[config.mk]
export PLATFORM = sky130hd
export DESIGN_NAME = periph_bus
export DESIGN_NICKNAME = d
export VERILOG_FILES = /design/src/rtl/periph_pkg.sv /design/src/rtl/periph_timer.sv /design/src/rtl/periph_bus.sv
export SDC_FILE = /design/constraint.sdc
export NUM_CORES = 1
export LEC_CHECK = 0
export BUFFER_PORTS_ARGS = -buffer_cell sky130_fd_sc_hd__buf_4
export CAP_MARGIN = 25
export CORE_MARGIN = 1
export CORE_UTILIZATION = 30
export CTS_CLUSTER_SIZE = 20
export DETAILED_ROUTE_END_ITERATION = 8
export SLEW_MARGIN = 20
export SYNTH_ARGS = -nofsm -noshare
export SYNTH_HDL_FRONTEND = slang
export SYNTH_SLANG_ARGS = --single-unit
[constraint.sdc]
create_clock -name clk -period 2.7 [get_ports clk]
set_clock_uncertainty 0.1 [all_clocks]
set_input_delay 0.135 -clock clk [delete_from_list [all_inputs] [get_ports clk]]
set_output_delay 0.135 -clock clk [all_outputs]
set_load 0.01 [all_outputs]
[src/rtl/periph_pkg.sv]
// periph_pkg: shared constants for the memory-mapped peripheral block.
//   PERIPH_BASE_ADDR : default base of the 32-byte peripheral window
//   OFF_*            : word-aligned byte offsets of each register in the window
//   TCON_*           : bit indices inside the timer control register
package periph_pkg;

    localparam logic [31:0] PERIPH_BASE_ADDR = 32'h4000_0000;

    localparam logic [4:0] OFF_TH      = 5'h00;
    localparam logic [4:0] OFF_TL      = 5'h04;
    localparam logic [4:0] OFF_TCON    = 5'h08;
    localparam logic [4:0] OFF_LED     = 5'h0C;
    localparam logic [4:0] OFF_SWITCH  = 5'h10;
    localparam logic [4:0] OFF_DIGI    = 5'h14;
    localparam logic [4:0] OFF_SYSTICK = 5'h18;

    localparam int TCON_EN = 0;   // count enable
    localparam int TCON_IE = 1;   // interrupt enable
    localparam int TCON_IS = 2;   // interrupt status (sticky)

endpackage

[src/rtl/periph_timer.sv]
// periph_timer: reloadable 32-bit up-counter with interrupt.
//   clk, reset     : clock, asynchronous active-low reset
//   iThWrite       : load TH from iWriteData this edge
//   iTlWrite       : load TL from iWriteData this edge (beats count/reload)
//   iTconWrite     : load TCON[1:0]; TCON[2] cleared if iWriteData[2]==0
//   iWriteData     : CPU write data
//   oTh, oTl, oTcon: register contents for the read mux
//   oIrq           : level interrupt, TCON[IE] & TCON[IS]
module periph_timer
    import periph_pkg::*;
(
    input  logic        clk,
    input  logic        reset,
    input  logic        iThWrite,
    input  logic        iTlWrite,
    input  logic        iTconWrite,
    input  logic [31:0] iWriteData,
    output logic [31:0] oTh,
    output logic [31:0] oTl,
    output logic [2:0]  oTcon,
    output logic        oIrq
);

    logic [31:0] thReg;
    logic [31:0] tlReg;
    logic [31:0] tlNext;
    logic [2:0]  tconReg;
    logic [2:0]  tconNext;
    logic        overflow;

    assign overflow = tconReg[TCON_EN] && (tlReg == 32'hFFFF_FFFF);

    always_comb begin
        tlNext   = tlReg;
        tconNext = tconReg;

        // A CPU write to TL wins over both increment and reload. Reload uses
        // the TH value from before this edge even if TH is written now.
        if (iTlWrite) begin
            tlNext = iWriteData;
        end else if (overflow) begin
            tlNext = thReg;
        end else if (tconReg[TCON_EN]) begin
            tlNext = tlReg + 32'd1;
        end

        if (iTconWrite) begin
            tconNext[TCON_EN] = iWriteData[TCON_EN];
            tconNext[TCON_IE] = iWriteData[TCON_IE];
            if (!iWriteData[TCON_IS]) begin
                tconNext[TCON_IS] = 1'b0;
            end
        end

        // Setting the status has priority over a simultaneous software clear
        // so an overflow is never lost. An overflow overridden by a TL write
        // does not count. IE is taken from before this edge.
        if (overflow && tconReg[TCON_IE] && !iTlWrite) begin
            tconNext[TCON_IS] = 1'b1;
        end
    end

    always_ff @(posedge clk or negedge reset) begin
        if (!reset) begin
            thReg   <= '0;
            tlReg   <= '0;
            tconReg <= '0;
        end else begin
            if (iThWrite) begin
                thReg <= iWriteData;
            end
            tlReg   <= tlNext;
            tconReg <= tconNext;
        end
    end

    assign oTh   = thReg;
    assign oTl   = tlReg;
    assign oTcon = tconReg;
    assign oIrq  = tconReg[TCON_IE] & tconReg[TCON_IS];

endmodule

[src/rtl/periph_bus.sv]
// periph_bus: memory-mapped peripheral slave on the core data bus.
//   clk, reset     : clock, asynchronous active-low reset
//   iMemAddr       : byte address; window is addr[31:5] == BASE_ADDR[31:5]
//   iMemRead/Write : bus strobes
//   iMemWriteData  : write data
//   oMemReadData   : combinational read data (0 unless read strobe and hit)
//   oHit           : address inside the window, independent of strobes
//   iSwitch        : asynchronous board switches (2-flop synchronised)
//   oLed, oDigi    : LED and 7-seg registers
//   oIrq           : timer interrupt level
module periph_bus
    import periph_pkg::*;
#(
    parameter logic [31:0] BASE_ADDR  = PERIPH_BASE_ADDR,
    parameter int          SW_WIDTH   = 8,
    parameter int          LED_WIDTH  = 8,
    parameter int          DIGI_WIDTH = 12
) (
    input  logic                  clk,
    input  logic                  reset,
    input  logic [31:0]           iMemAddr,
    input  logic                  iMemRead,
    input  logic                  iMemWrite,
    input  logic [31:0]           iMemWriteData,
    output logic [31:0]           oMemReadData,
    output logic                  oHit,
    input  logic [SW_WIDTH-1:0]   iSwitch,
    output logic [LED_WIDTH-1:0]  oLed,
    output logic [DIGI_WIDTH-1:0] oDigi,
    output logic                  oIrq
);

    logic [4:0]            wordOff;
    logic                  wrEn;
    logic [31:0]           th;
    logic [31:0]           tl;
    logic [2:0]            tcon;
    logic [LED_WIDTH-1:0]  ledReg;
    logic [DIGI_WIDTH-1:0] digiReg;
    logic [31:0]           sysTickReg;
    logic [SW_WIDTH-1:0]   swSync1Reg;
    logic [SW_WIDTH-1:0]   swSync2Reg;

    // Byte lane bits are ignored: mask them off rather than slicing them out.
    assign wordOff = iMemAddr[4:0] & 5'b11100;
    assign oHit    = (iMemAddr[31:5] == BASE_ADDR[31:5]);
    assign wrEn    = iMemWrite & oHit;

    periph_timer uTimer (
        .clk        (clk),
        .reset      (reset),
        .iThWrite   (wrEn && (wordOff == OFF_TH)),
        .iTlWrite   (wrEn && (wordOff == OFF_TL)),
        .iTconWrite (wrEn && (wordOff == OFF_TCON)),
        .iWriteData (iMemWriteData),
        .oTh        (th),
        .oTl        (tl),
        .oTcon      (tcon),
        .oIrq       (oIrq)
    );

    always_ff @(posedge clk or negedge reset) begin
        if (!reset) begin
            ledReg     <= '0;
            digiReg    <= '0;
            sysTickReg <= '0;
            swSync1Reg <= '0;
            swSync2Reg <= '0;
        end else begin
            if (wrEn && (wordOff == OFF_LED)) begin
                ledReg <= iMemWriteData[LED_WIDTH-1:0];
            end
            if (wrEn && (wordOff == OFF_DIGI)) begin
                digiReg <= iMemWriteData[DIGI_WIDTH-1:0];
            end
            sysTickReg <= sysTickReg + 32'd1;
            swSync1Reg <= iSwitch;
            swSync2Reg <= swSync1Reg;
        end
    end

    always_comb begin
        oMemReadData = '0;
        if (iMemRead && oHit) begin
            case (wordOff)
                OFF_TH:      oMemReadData = th;
                OFF_TL:      oMemReadData = tl;
                OFF_TCON:    oMemReadData = 32'(tcon);
                OFF_LED:     oMemReadData = 32'(ledReg);
                OFF_SWITCH:  oMemReadData = 32'(swSync2Reg);
                OFF_DIGI:    oMemReadData = 32'(digiReg);
                OFF_SYSTICK: oMemReadData = sysTickReg;
                default:     oMemReadData = '0;
            endcase
        end
    end

    assign oLed  = ledReg;
    assign oDigi = digiReg;

endmodule
; ---- Word-level counts from Yosys, hierarchy flattened
; Index checks and enable logic that the tools add are counted.
[word_totals]
register_bits = 135
output_inout_bits = 54
word_cells = 44
[classes]
n_addsub = 2
eq_ne = 9
mux = 8
bitwise = 2
reduce_logical = 14
[op_table]
columns = op, n
row1 = case mux 32 bit (7 select lines), 1
row2 = 2-to-1 mux 32 bit, 4
row3 = adder 32 x 1 -> 32 bit (second input constant), 2
row4 = equality test 32 bit (second input constant), 1
row5 = equality test 27 x 26 -> 1 bit (second input constant), 1
row6 = equality test 3 bit (second input constant), 3
row7 = logical AND 1 bit, 9
row8 = equality test 3 x 2 -> 1 bit (second input constant), 2
row9 = zero test 5 bit, 1
row10 = equality test 3 x 1 -> 1 bit (second input constant), 1
row11 = 2-to-1 mux 3 bit, 1
row12 = nonzero test 3 bit, 1
row13 = AND 1 bit, 2
row14 = 2-to-1 mux 1 bit, 2
row15 = != test 2 x 1 -> 1 bit (second input constant), 1
row16 = AND reduction 2 bit, 1
row17 = nonzero test 2 bit, 1
row18 = zero test 1 bit, 1

; ---- Longest topological paths before layout
; Gate-level depths: netlist (run 1).
[depth]
ltp_word = 7
depth_mapped = 8
mapped_depth_nobuf = 6

; ---- Cells and area by module
; From an unflattened synthesis (run 1), not the netlist that was laid out.
[hier_totals]
cells_unflattened = 754
area_unflattened_um2 = 7637.3
[by_module_without_submodules]
columns = mod, n_inst, cells_each, area_each_um2
row1 = periph_timer, 1, 401, 3839.9
row2 = periph_bus, 1, 353, 3797.4

; ---- Worst setup path before layout (run 1)
; No wires, ideal clock.
[synth_timing]
kind = register to register
start = reg uTimer.tconReg[0], in the netlist uTimer.oTcon[0]
end = reg uTimer.tlReg[0], in the netlist uTimer.oTl[0]
t_arrival_ns = 1.844
required_ns = 2.466
slack_ns = 0.621
stages_incl_launch_ff = 8
path_cell_list = dfrtp_1 clkbuf_1 nand4_1 or4_4 nor3_4 buf_6 mux2i_1 o21ai_1
[synth_between]
elab_chain_len = 3
[synth_lines]
columns = item, line_no
row1 = "start, declared", periph_timer.sv:27  ; logic [2:0] tconReg;
row2 = "start signal, assigned", periph_timer.sv:73  ; tconReg <= tconNext;
row3 = logical AND 1 bit, periph_timer.sv:31  ; assign overflow = tconReg[TCON_EN] && (tlReg == 32'hFFFF_FFFF);
row4 = 2-to-1 mux 32 bit, periph_timer.sv:41  ; end else if (overflow) begin
row5 = 2-to-1 mux 32 bit, periph_timer.sv:39  ; if (iTlWrite) begin
row6 = "end signal, assigned", periph_timer.sv:72  ; tlReg <= tlNext;
row7 = "end, declared", periph_timer.sv:25  ; logic [31:0] tlReg;
; Parallel ways exist; a longest one is shown, timed or not.
; A chain may end at the register's enable or synchronous reset.

; ---- Worst setup path in the final report (run 1)
[layout_timing]
start = reg uTimer.tlReg[1], in the netlist uTimer.oTl[1]
end = reg uTimer.tlReg[13], in the netlist uTimer.oTl[13]
[layout_between]
elab_chain_len = 4
[layout_lines]
columns = item, line_no
row1 = adder 32 x 1 -> 32 bit / equality test 32 bit (equally long branches), "periph_timer.sv:44, periph_timer.sv:31"
row2 = 2-to-1 mux 32 bit / logical AND 1 bit (equally long branches), "periph_timer.sv:43, periph_timer.sv:31"
row3 = 2-to-1 mux 32 bit, periph_timer.sv:41
row4 = 2-to-1 mux 32 bit, periph_timer.sv:39
; Parallel ways exist; a longest one is shown, timed or not. The select of a mux whose other input is x is not followed.

==> results.py, run 1 <==
metrics = {
    "synth": {
        "yosysUniqueCellTypes": 59,
        "synthesis.instances": 735,
        "synth-seq-cells": 135,
        "synth_fp_nets": 813,
        "synth_edf_count": 0,
        "syn_area_um2": 7480,
        "postSynthAreaPerCell_um2": 10.2,
        "seq_area_frac_synth": 0.451,
        "ys_warn_count": 0,
        "synth_ff_type": "dfrtp_1",
        "synth_async_sr_flop_share": 1.00,
    },
    "timing": {
        "worst_pin_slew_ps": 780,
        "hold_viol_final": 0,
        "drv_slew": 0,
        "setup_viol": 0,
        "finalCriticalPeriod_ps": 2390,
        "timing.fmax_ghz": 0.419,
        "rsz0062_at_grt": "no",
        "post-route-period-util": 0.885,
        "relSlewSlack": 0.480,
        "tns_ps": 0,
    },
    "final_layout": {
        "area_growth_pct": 31.1,
        "layout_common_cells": "143 x buf_4, 135 x dfrtp_1, 77 x mux2_2",
        "final_layout_size_suffix_gt1_frac": 0.305,
        "nFillCells": 2431,
        "layout_commonest_cell": "buf_4",
        "nets": 971,
        "antennaDiodeCount": 0,
    },
    "global_routing": {
        "grt_max_degree": 63,
        "antenna_found_initial": 0,
        "grt_overflow": 0,
        "track_usage": 0.183,
        "grt_pass1_wl_um": 36400,
        "grt_pass1_vias": 6433,
    },
    "setup_path": {
        "arrival_ps": 2610,
        "rr_worst_depth": 6,
        "cp_slowest_cell": "nand4_1",
        "path_class": "flip-flop to flip-flop",
        "cp-end-kind": "flip-flop",
        "cp.required_ps": 2920,
        "r2r-start": "uTimer.oTl[1]$_DFFE_PN0P_",
        "cp-start-kind": "flip-flop",
        "rrSetupSlack_ps": 310,
        "critPathMaxFanout": 18,
        "r2r-end": "uTimer.oTl[13]$_DFFE_PN0P_",
        "crit_chain": "ha_1, nand4_1, nor3_4, buf_4, nor3_1, o31ai_1",
        "cpPeakStageDelay_ps": 440,
    },
    "clocking": {
        "cts_tree": "yes",
        "root_buffer": "clkbuf_16",
        "path_clk_slew_ps": 60,
        "clk_latency_ps": 430,
        "h-tree-depth": 4,
        "clk_path_buf_depth": 2,
        "cts_made_buffers": 17,
        "cts.sinks": 135,
    },
    "floorplanning": {
        "die_h_um": 160,
        "start_util": 0.307,
        "core_area_um2": 24400,
        "dieArea_um2": 25600,
        "dieWidth_um": 160,
        "pin_count": 130,
        "rows": 57,
    },
    "run_status": {
        "status": "finished, final reports clean",
    },
    "min_path": {
        "hp-class": "primary input to async pin",
    },
    "place": {
        "gp_congestion": 0.859,
        "hpwl_um": 16100,
        "io_buffer_count": 127,
    },
    "power": {
        "ir_drop_v": 0.000471,
        "p_leak_nw": 4.34,
        "powerDensity_nw_per_um2": 474,
        "finalPower_mw": 4.65,
    },
    "drt": {
        "vias": 6433,
        "drt-initial-drc-count": 545,
        "wire_per_inst_um": 18.4,
        "drc_errors": 0,
        "ant_nets": 0,
        "drtPass1Iterations": 6,
        "routed_wirelength_um": 22600,
        "vias_per_cell": 5.23,
    },
    "run": {
        "maxCapViolations": 0,
    },
}
==> stage by stage <==
stage	hold slack [ps]	utilization	area [um^2]	worst slack (ps)	instances
after detailed placement	60.9	0.361	8810	367	1156
after floorplan	-261	-	7480	621	735
after global placement	54.4	0.361	8810	396	1156
after global routing	170	0.402	9810	172	1229
final	148	0.402	9810	312	1229
after CTS	125	0.402	9810	344	1229
==> state kept, by name, summed over array words and instances, names as in the netlist <==
register and cells:
oDigi 12, oLed 8, swSync1Reg 8, swSync2Reg 8
sysTickReg 32, uTimer.oTcon 3, uTimer.oTh 32, uTimer.oTl 32
==> power breakdown <==
part / switching [mW] / internal (mW) / total [mW] / leakage [nW]
clock: 0.910 / 1.40 / 2.31 / 0.285
sequential: 0.00310 / 2.04 / 2.04 / 1.76
combinational: 0.149 / 0.148 / 0.297 / 2.30
==> layer usage <==
metal	up-vias	track usage	share of wire
li1	3034	-	-
met1	3187	0.255	0.46
met2	189	0.286	0.48
met3	23	0.0395	0.052
met4	0	0.0511	0.012
met5	-	0	0
==> logic make-up (layout without fill, tap and decap cells) <==
group,Yosys count,in the layout,share of synthesized area
and+or+nand+nor,267,267,0.185
buffers and inverters,58,228,0.0326
AOI/OAI and AO/OA,131,131,0.124
adders and majority gates,2,2,0.00334
DFF,135,135,0.451
xor gates and xnor gates,38,38,0.0445
muxes,104,104,0.159
==> layout make-up <==
| class | instances | area, um^2 | area share |
|---|---|---|---|
| clock buffer | 19 | 453 | 0.0462 |
| clock inverter | 12 | 126 | 0.0129 |
| inverter | 9 | 33.8 | 0.00344 |
| multi-input combinational | 542 | 3870 | 0.394 |
| sequential | 135 | 3380 | 0.344 |
| tap | 324 | 405 | 0.0413 |
| timing repair buffer | 188 | 1550 | 0.158 |
==> cells in the mapped netlist (all sizes together) (17+ instances only) <==
cell type / n / share of area
dfrtp: 135 / 0.45
a22oi: 29 / 0.029
clkbuf: 32 / 0.016
nor2: 58 / 0.029
nand3: 43 / 0.029
mux2i: 22 / 0.029
nand4: 22 / 0.021
o21ai: 27 / 0.018
nor3: 19 / 0.015
xnor2: 27 / 0.032
mux2: 78 / 0.12
nor4: 18 / 0.017
buf: 17 / 0.012
a21oi: 19 / 0.015
nand2: 62 / 0.031
==> critical path: cells and delay by family, from the launching register on <==
family | cells | cell delay, ps
AND/OR/NAND/NOR | 3 | 830
flip-flops | 1 | 420
adder cells (fa/ha/maj) | 1 | 350
buffers and inverters | 1 | 310
AO/OA/AOI/OAI | 1 | 250
==> how the worst max path moves through the flow <==
stage          slack, ps  depth (start not counted)                    endpoint                        start
2_1_floorplan        620                          7   uTimer.oTl[0]$_DFFE_PN0P_  uTimer.oTcon[0]$_DFFE_PN0P_
3_3_place_gp         400                          8             oMemReadData[8]                 iMemAddr[15]
3_5_place_dp         370                          6   uTimer.oTl[1]$_DFFE_PN0P_    uTimer.oTl[1]$_DFFE_PN0P_
4_1_cts              340                          6  uTimer.oTl[13]$_DFFE_PN0P_    uTimer.oTl[1]$_DFFE_PN0P_
5_1_grt              170                          5  uTimer.oTl[15]$_DFFE_PN0P_    uTimer.oTl[1]$_DFFE_PN0P_
6_report             310                          6  uTimer.oTl[13]$_DFFE_PN0P_    uTimer.oTl[1]$_DFFE_PN0P_
==> timing repair <==
item,4_1_cts,5_1_grt
hold buffers,42,0
gates resized for setup,0,0
setup buffers,0,0
hold endpoints to repair,154,0
(Power assumes the default switching activity.)
==> inputs of run 2 (changes only) <==
- ABC_AREA: unset -> 1
==> run 2 against run 1 <==
Net effect: the run now ends with DRC left; sequential cell count did not move; combinational power is 5% higher; die area grew 7.9%; worst hold slack got worse by 80 ps; clock power increased by 4%; worst setup slack got worse by 18 ps; synthesized cell count up 53%; sequential share of layout area shrank 2.2 points; register-to-register slack got worse by 20 ps; sequential power about the same.
==> results.py, run 2 <==
metrics = {
    "clocking": {
        "cts_resized": 0,
        "clk_path_buf_depth": 2,
        "h-tree-depth": 4,
        "cts_made_buffers": 17,
        "cts_tree": "yes",
        "root_buffer": "clkbuf_16",
        "cts.sinks": 135,
        "clk_latency_ps": 430,
        "path_clk_slew_ps": 70,
        "cts_hold_buf": 41,
        "cts_setup_buffers": 0,
    },
    "place": {
        "gp_congestion": 0.922,
        "io_buffer_count": 127,
        "dp_cells": 1561,
        "hpwl_um": 20700,
    },
    "power": {
        "finalPower_mw": 4.75,
        "powerDensity_nw_per_um2": 454,
        "ir_drop_v": 0.000374,
        "p_leak_nw": 4.83,
    },
    "floorplanning": {
        "die_h_um": 166,
        "pin_count": 130,
        "dieWidth_um": 166,
        "core_area_um2": 26200,
        "dieArea_um2": 27600,
        "start_util": 0.308,
        "rows": 59,
    },
    "setup_path": {
        "cp.required_ps": 2910,
        "critPathMaxFanout": 12,
        "r2r-start": "uTimer.oTl[0]$_DFFE_PN0P_",
        "arrival_ps": 2620,
        "rrSetupSlack_ps": 290,
        "rr_worst_depth": 10,
        "path_class": "flip-flop to flip-flop",
        "cp-start-kind": "flip-flop",
        "cp-end-kind": "flip-flop",
        "r2r-end": "uTimer.oTl[11]$_DFFE_PN0P_",
    },
    "final_layout": {
        "layout_common_cells": "296 x nand2_1, 144 x buf_4, 135 x dfrtp_1",
        "antennaDiodeCount": 0,
        "nets": 1364,
        "area_growth_pct": 29.5,
        "nFillCells": 2694,
        "layout.cells.non_filler": 1634,
        "layout_commonest_cell": "nand2_1",
        "final_layout_size_suffix_gt1_frac": 0.156,
        "regArea_um2": 3380,
        "multiInputGateArea_um2": 3970,
    },
    "synth": {
        "ys_warn_count": 0,
        "yosysMostFrequentCell": "nand2_1",
        "synthesis.instances": 1125,
        "yosysUniqueCellTypes": 41,
        "synth_top_family_by_area": "simple AND/OR/NAND/NOR gates",
        "synth-seq-cells": 135,
        "synth-compound-area-share": 0.0935,
        "seq_area_frac_synth": 0.418,
        "synthAdderAreaFrac": 0.00310,
        "synth_edf_count": 0,
        "synth-simple-area-share": 0.350,
        "yosys.area.top_type": "dfrtp_1",
        "synth_ff_type": "dfrtp_1",
        "synth_fp_nets": 1203,
        "postSynthAreaPerCell_um2": 7.18,
        "synth_async_sr_flop_share": 1.00,
        "synth.top_cells.by_count": "296 x nand2_1, 135 x dfrtp_1, 132 x inv_1",
        "synth.top_cells.by_area": "dfrtp_1 42%, nand2_1 14%, nand3_1 6.4%",
        "synth_top_cell_area_share": 0.418,
        "synthXorXnorAreaFrac": 0.0434,
        "synthMuxAreaShare": 0,
        "syn_area_um2": 8080,
    },
    "global_routing": {
        "track_usage": 0.209,
        "grt_overflow": 0,
        "grt_max_degree": 59,
        "grt_pass1_wl_um": 44800,
        "grt_pass1_vias": 8002,
        "antenna_found_initial": 0,
    },
    "min_path": {
        "min-delay-start": "iMemAddr[2]",
        "min_to": "uTimer.oTcon[1]$_DFFE_PN0P_",
        "min_path_cells": 5,
        "hp-class": "primary input to flip-flop",
    },
    "timing": {
        "worst_pin_slew_ps": 1090,
        "setup_viol": 0,
        "hold_viol_final": 0,
        "holdWs_ps": 68.6,
        "post-route-period-util": 0.891,
        "rsz0062_at_grt": "no",
        "tns_ps": 0,
        "finalCriticalPeriod_ps": 2410,
        "relSlewSlack": 0.274,
        "timing.fmax_ghz": 0.416,
        "drv_slew": 0,
    },
    "drt": {
        "ant_nets": 0,
        "routed_wirelength_um": 28600,
        "drt-initial-drc-count": 770,
        "wire_per_inst_um": 17.5,
        "drc_errors": 13,
        "drtPass1Iterations": 8,
        "vias_per_cell": 5.09,
        "vias": 8320,
    },
    "run_status": {
        "violations": "DRC",
        "status": "finished with violations",
    },
    "run": {
        "maxCapViolations": 0,
    },
}
==> run 2: kinds of logic (layout without fill, tap and decap cells) <==
logic type / Yosys count / after routing
AOI/OAI and AO/OA: 133 / 133
and+or+nand+nor: 633 / 633
DFF: 135 / 135
xor gates and xnor gates: 40 / 40
buffers and inverters: 182 / 356
adders and majority gates: 2 / 2
==> run 2: metrics by stage <==
stage               utilization  setup WS (ps)  area [um^2]
detailed placement        0.360            343         9430
finish                    0.399            293        10500
floorplan                     -            920         8080
global placement          0.360            388         9430
CTS                       0.399            321        10500
global route              0.399            116        10500
==> run 2: cell type report <==
| cell class | count | share of cell area |
|---|---|---|
| well taps | 335 | 0.0401 |
| multi-input cells | 808 | 0.380 |
| flip-flops and latches | 135 | 0.323 |
| repair buffers | 189 | 0.149 |
| clock inverters | 15 | 0.0190 |
| inverters | 135 | 0.0484 |
| clock buffers | 17 | 0.0407 |
==> run 2: where the power goes <==
part / switching [mW] / leakage [nW] / total [mW] / internal, mW
clock network: 1.13 / 0.300 / 2.40 / 1.26
logic: 0.169 / 2.88 / 0.312 / 0.142
registers: 0.00312 / 1.65 / 2.04 / 2.03
total: 1.31 / 4.83 / 4.75 / 3.44
==> run 2: per-layer routing <==
metal | share of wire | routed length, um | vias to the layer above | track usage
met5 | 0 | 0 | - | 0
met4 | 0.031 | 872 | 0 | 0.0874
met3 | 0.075 | 2140 | 57 | 0.0450
met2 | 0.44 | 12400 | 384 | 0.318
met1 | 0.46 | 13100 | 3873 | 0.287
li1 | - | - | 4006 | -
==> run 2: worst max-delay path, stage by stage (launching register included) <==
cell	delay [ps]
dfrtp_1	460
ha_1	240
nand2_2	80
nor2_4	140
nand2_2	110
nor2_4	280
nand3_1	440
nand2_1	180
o21ai_0	90
nand2_1	80
nand3_1	80
==> run 2: worst max-delay path by stage <==
stage / from / end / slack [ps] / cells past startpoint
floorplan: sysTickReg[0]$_DFF_PN0_ / sysTickReg[30]$_DFF_PN0_ / 920 / 9
global placement: uTimer.oTl[0]$_DFFE_PN0P_ / uTimer.oTl[11]$_DFFE_PN0P_ / 390 / 10
detailed placement: uTimer.oTl[0]$_DFFE_PN0P_ / uTimer.oTl[11]$_DFFE_PN0P_ / 340 / 10
CTS: uTimer.oTl[0]$_DFFE_PN0P_ / uTimer.oTl[11]$_DFFE_PN0P_ / 320 / 10
global route: uTimer.oTl[0]$_DFFE_PN0P_ / uTimer.oTl[11]$_DFFE_PN0P_ / 120 / 9
finish: uTimer.oTl[0]$_DFFE_PN0P_ / uTimer.oTl[11]$_DFFE_PN0P_ / 290 / 10
==> inputs of run 3 (changes only) <==
- CORE_MARGIN: 1 -> 5
==> run 3 against run 2 <==
Net effect: the flow now finishes without violations; global-route usage decreased by 1.7 points; maximum frequency rose by 2.2%; utilization shrank 0.72 points; routed wire length grew 2.2%; combinational power decreased by 1%; sequential cell count is the same; via count barely moved; critical path depth unchanged; worst setup slack gained 51 ps; sequential share of layout area hardly changed; clock power hardly changed; critical path type unchanged; critical endpoint is now uTimer.oTl[16]$_DFFE_PN0P_; largest cell class unchanged; highest routed layer unchanged.
==> results.py, run 3 (synthesis results as in run 2) <==
metrics = {
    "floorplanning": {
        "dieWidth_um": 174,
        "core_area_um2": 26700,
        "start_util": 0.302,
        "die_h_um": 174,
        "rows": 60,
        "pin_count": 130,
        "dieArea_um2": 30300,
    },
    "timing": {
        "setup_viol": 0,
        "worst_pin_slew_ps": 886,
        "drv_slew": 0,
        "timing.fmax_ghz": 0.425,
        "tns_ps": 0,
        "rsz0062_at_grt": "no",
        "finalCriticalPeriod_ps": 2360,
        "relSlewSlack": 0.408,
        "hold_viol_final": 0,
        "post-route-period-util": 0.872,
    },
    "global_routing": {
        "track_usage": 0.192,
        "grt_pass1_vias": 8065,
        "grt_overflow": 0,
        "antenna_found_initial": 0,
        "grt_max_degree": 65,
        "grt_pass1_wl_um": 46200,
    },
    "clocking": {
        "clk_latency_ps": 440,
        "cts_tree": "yes",
        "cts_setup_buffers": 0,
        "path_clk_slew_ps": 80,
        "cts_made_buffers": 17,
        "h-tree-depth": 4,
        "clk_path_buf_depth": 2,
        "root_buffer": "clkbuf_16",
        "cts.sinks": 135,
    },
    "final_layout": {
        "final_area_um2": 10500,
        "nets": 1369,
        "area_growth_pct": 29.7,
        "nFillCells": 2828,
        "final_layout_size_suffix_gt1_frac": 0.159,
        "layout_commonest_cell": "nand2_1",
        "layout_common_cells": "296 x nand2_1, 150 x buf_4, 135 x dfrtp_1",
        "antennaDiodeCount": 0,
    },
    "place": {
        "io_buffer_count": 127,
        "gp_congestion": 0.970,
        "placed_area_um2": 9460,
        "hpwl_um": 21700,
    },
    "min_path": {
        "min-delay-start": "iMemWrite",
        "hp-class": "primary input to flip-flop",
    },
    "setup_path": {
        "cpPeakStageDelay_ps": 460,
        "path_class": "flip-flop to flip-flop",
        "cp.required_ps": 2910,
        "critPathMaxFanout": 19,
        "cp_slowest_cell": "dfrtp_1",
        "cp-end-kind": "flip-flop",
        "startpoint": "uTimer.oTl[0]$_DFFE_PN0P_",
        "cp-start-kind": "flip-flop",
        "crit_chain": "ha_1, nand2_2, nor2_4, nand2_2, nor2_4, buf_4, xor2_1, o21ai_0, nand2_1, nand3_1",
        "r2r-start": "uTimer.oTl[0]$_DFFE_PN0P_",
        "arrival_ps": 2570,
    },
    "drt": {
        "drt-initial-drc-count": 841,
        "vias": 8315,
        "drtPass1Iterations": 5,
        "routed_wirelength_um": 29200,
        "vias_per_cell": 5.05,
        "ant_nets": 0,
        "drc_errors": 0,
        "wire_per_inst_um": 17.7,
    },
    "power": {
        "p_seq_frac": 0.431,
        "powerDensity_nw_per_um2": 451,
        "p_sw_mw": 1.30,
        "sw_frac_of_total": 0.275,
        "p_clk_frac": 0.504,
        "ir_drop_v": 0.000313,
        "internal-power_mw": 3.43,
        "p_leak_nw": 4.83,
        "comb_power_share": 0.065,
    },
    "run_status": {
        "status": "finished, final reports clean",
    },
    "run": {
        "maxCapViolations": 0,
    },
}
[run 3: changes by cell type in the layout (fill, tap and decap cells not counted), sizes merged]
| cell | previous run | this run |
|---|---|---|
| buf | 148 | 153 |
| clkinv | 11 | 7 |
| clkinvlp | 0 | 1 |
| inv | 139 | 142 |
[run 3: path summary, 6_finish.rpt]
check / slack [ps] / depth (start not counted) / end
worst max-delay path: 340 / 10 / uTimer.oTl[16]$_DFFE_PN0P_
worst min-delay path: 50 / 5 / uTimer.oTl[19]$_DFFE_PN0P_
worst max register to register: 340 / 10 / uTimer.oTl[16]$_DFFE_PN0P_
worst min register to register: 250 / 0 / swSync2Reg[5]$_DFF_PN0_
max in group asynchronous: 1440 / 3 / sysTickReg[13]$_DFF_PN0_
min in group asynchronous: 180 / 2 / sysTickReg[12]$_DFF_PN0_
[run 3: repair_timing]
action / 4_1_cts / 5_1_grt
hold endpoints to repair: 155 / 0
hold buffers: 41 / 0
setup endpoints to repair: 0 / 0
gates resized for setup: 0 / 0
[run 3: critical path: cells and delay by family, from the launching register on]
family / cells / cell delay (ps)
adder cells (fa/ha/maj): 1 / 240
XOR/XNOR: 1 / 180
AO/OA/AOI/OAI: 1 / 100
buffers and inverters: 1 / 330
AND/OR/NAND/NOR: 6 / 830
flip-flops: 1 / 460
[run 3: power by group through the flow]
stage | Sequential, mW | Clock, mW | Combinational, mW
after global routing | 2.04 | 2.49 | 0.337
after global placement | 2.07 | 0 | 0.258
after floorplan | 2.07 | 0 | 0.0686
final | 2.04 | 2.38 | 0.308
after detailed placement | 2.08 | 0 | 0.260
after CTS | 2.04 | 2.40 | 0.310
[run 3: area by class of cell]
cell class / instances / area [um^2] / area share
inverter: 135 / 507 / 0.0484
tap: 341 / 427 / 0.0407
clock buffer: 17 / 425 / 0.0406
timing repair buffer: 194 / 1590 / 0.152
sequential: 135 / 3380 / 0.322
multi-input combinational: 808 / 3970 / 0.379
clock inverter: 15 / 180 / 0.0172
[run 3: routing by layer]
layer,wire [um],GRT usage,up-vias
li1,-,-,4006
met1,12900,0.264,3871
met2,13300,0.306,395
met3,2140,0.0357,43
met4,783,0.0637,0
met5,0,0,-
[run 3: per-stage QoR]
| step | instances | utilization | hold WS, ps | power, mW | setup slack, ps |
|---|---|---|---|---|---|
| floorplan | 1125 | - | -261 | 2.14 | 920 |
| global placement | 1572 | 0.354 | 73.9 | 2.33 | 408 |
| detailed placement | 1572 | 0.354 | 79.8 | 2.34 | 403 |
| CTS | 1645 | 0.392 | 34.2 | 4.75 | 370 |
| global route | 1645 | 0.392 | 80.1 | 4.87 | 211 |
| finish | 1645 | 0.392 | 47.3 | 4.73 | 345 |
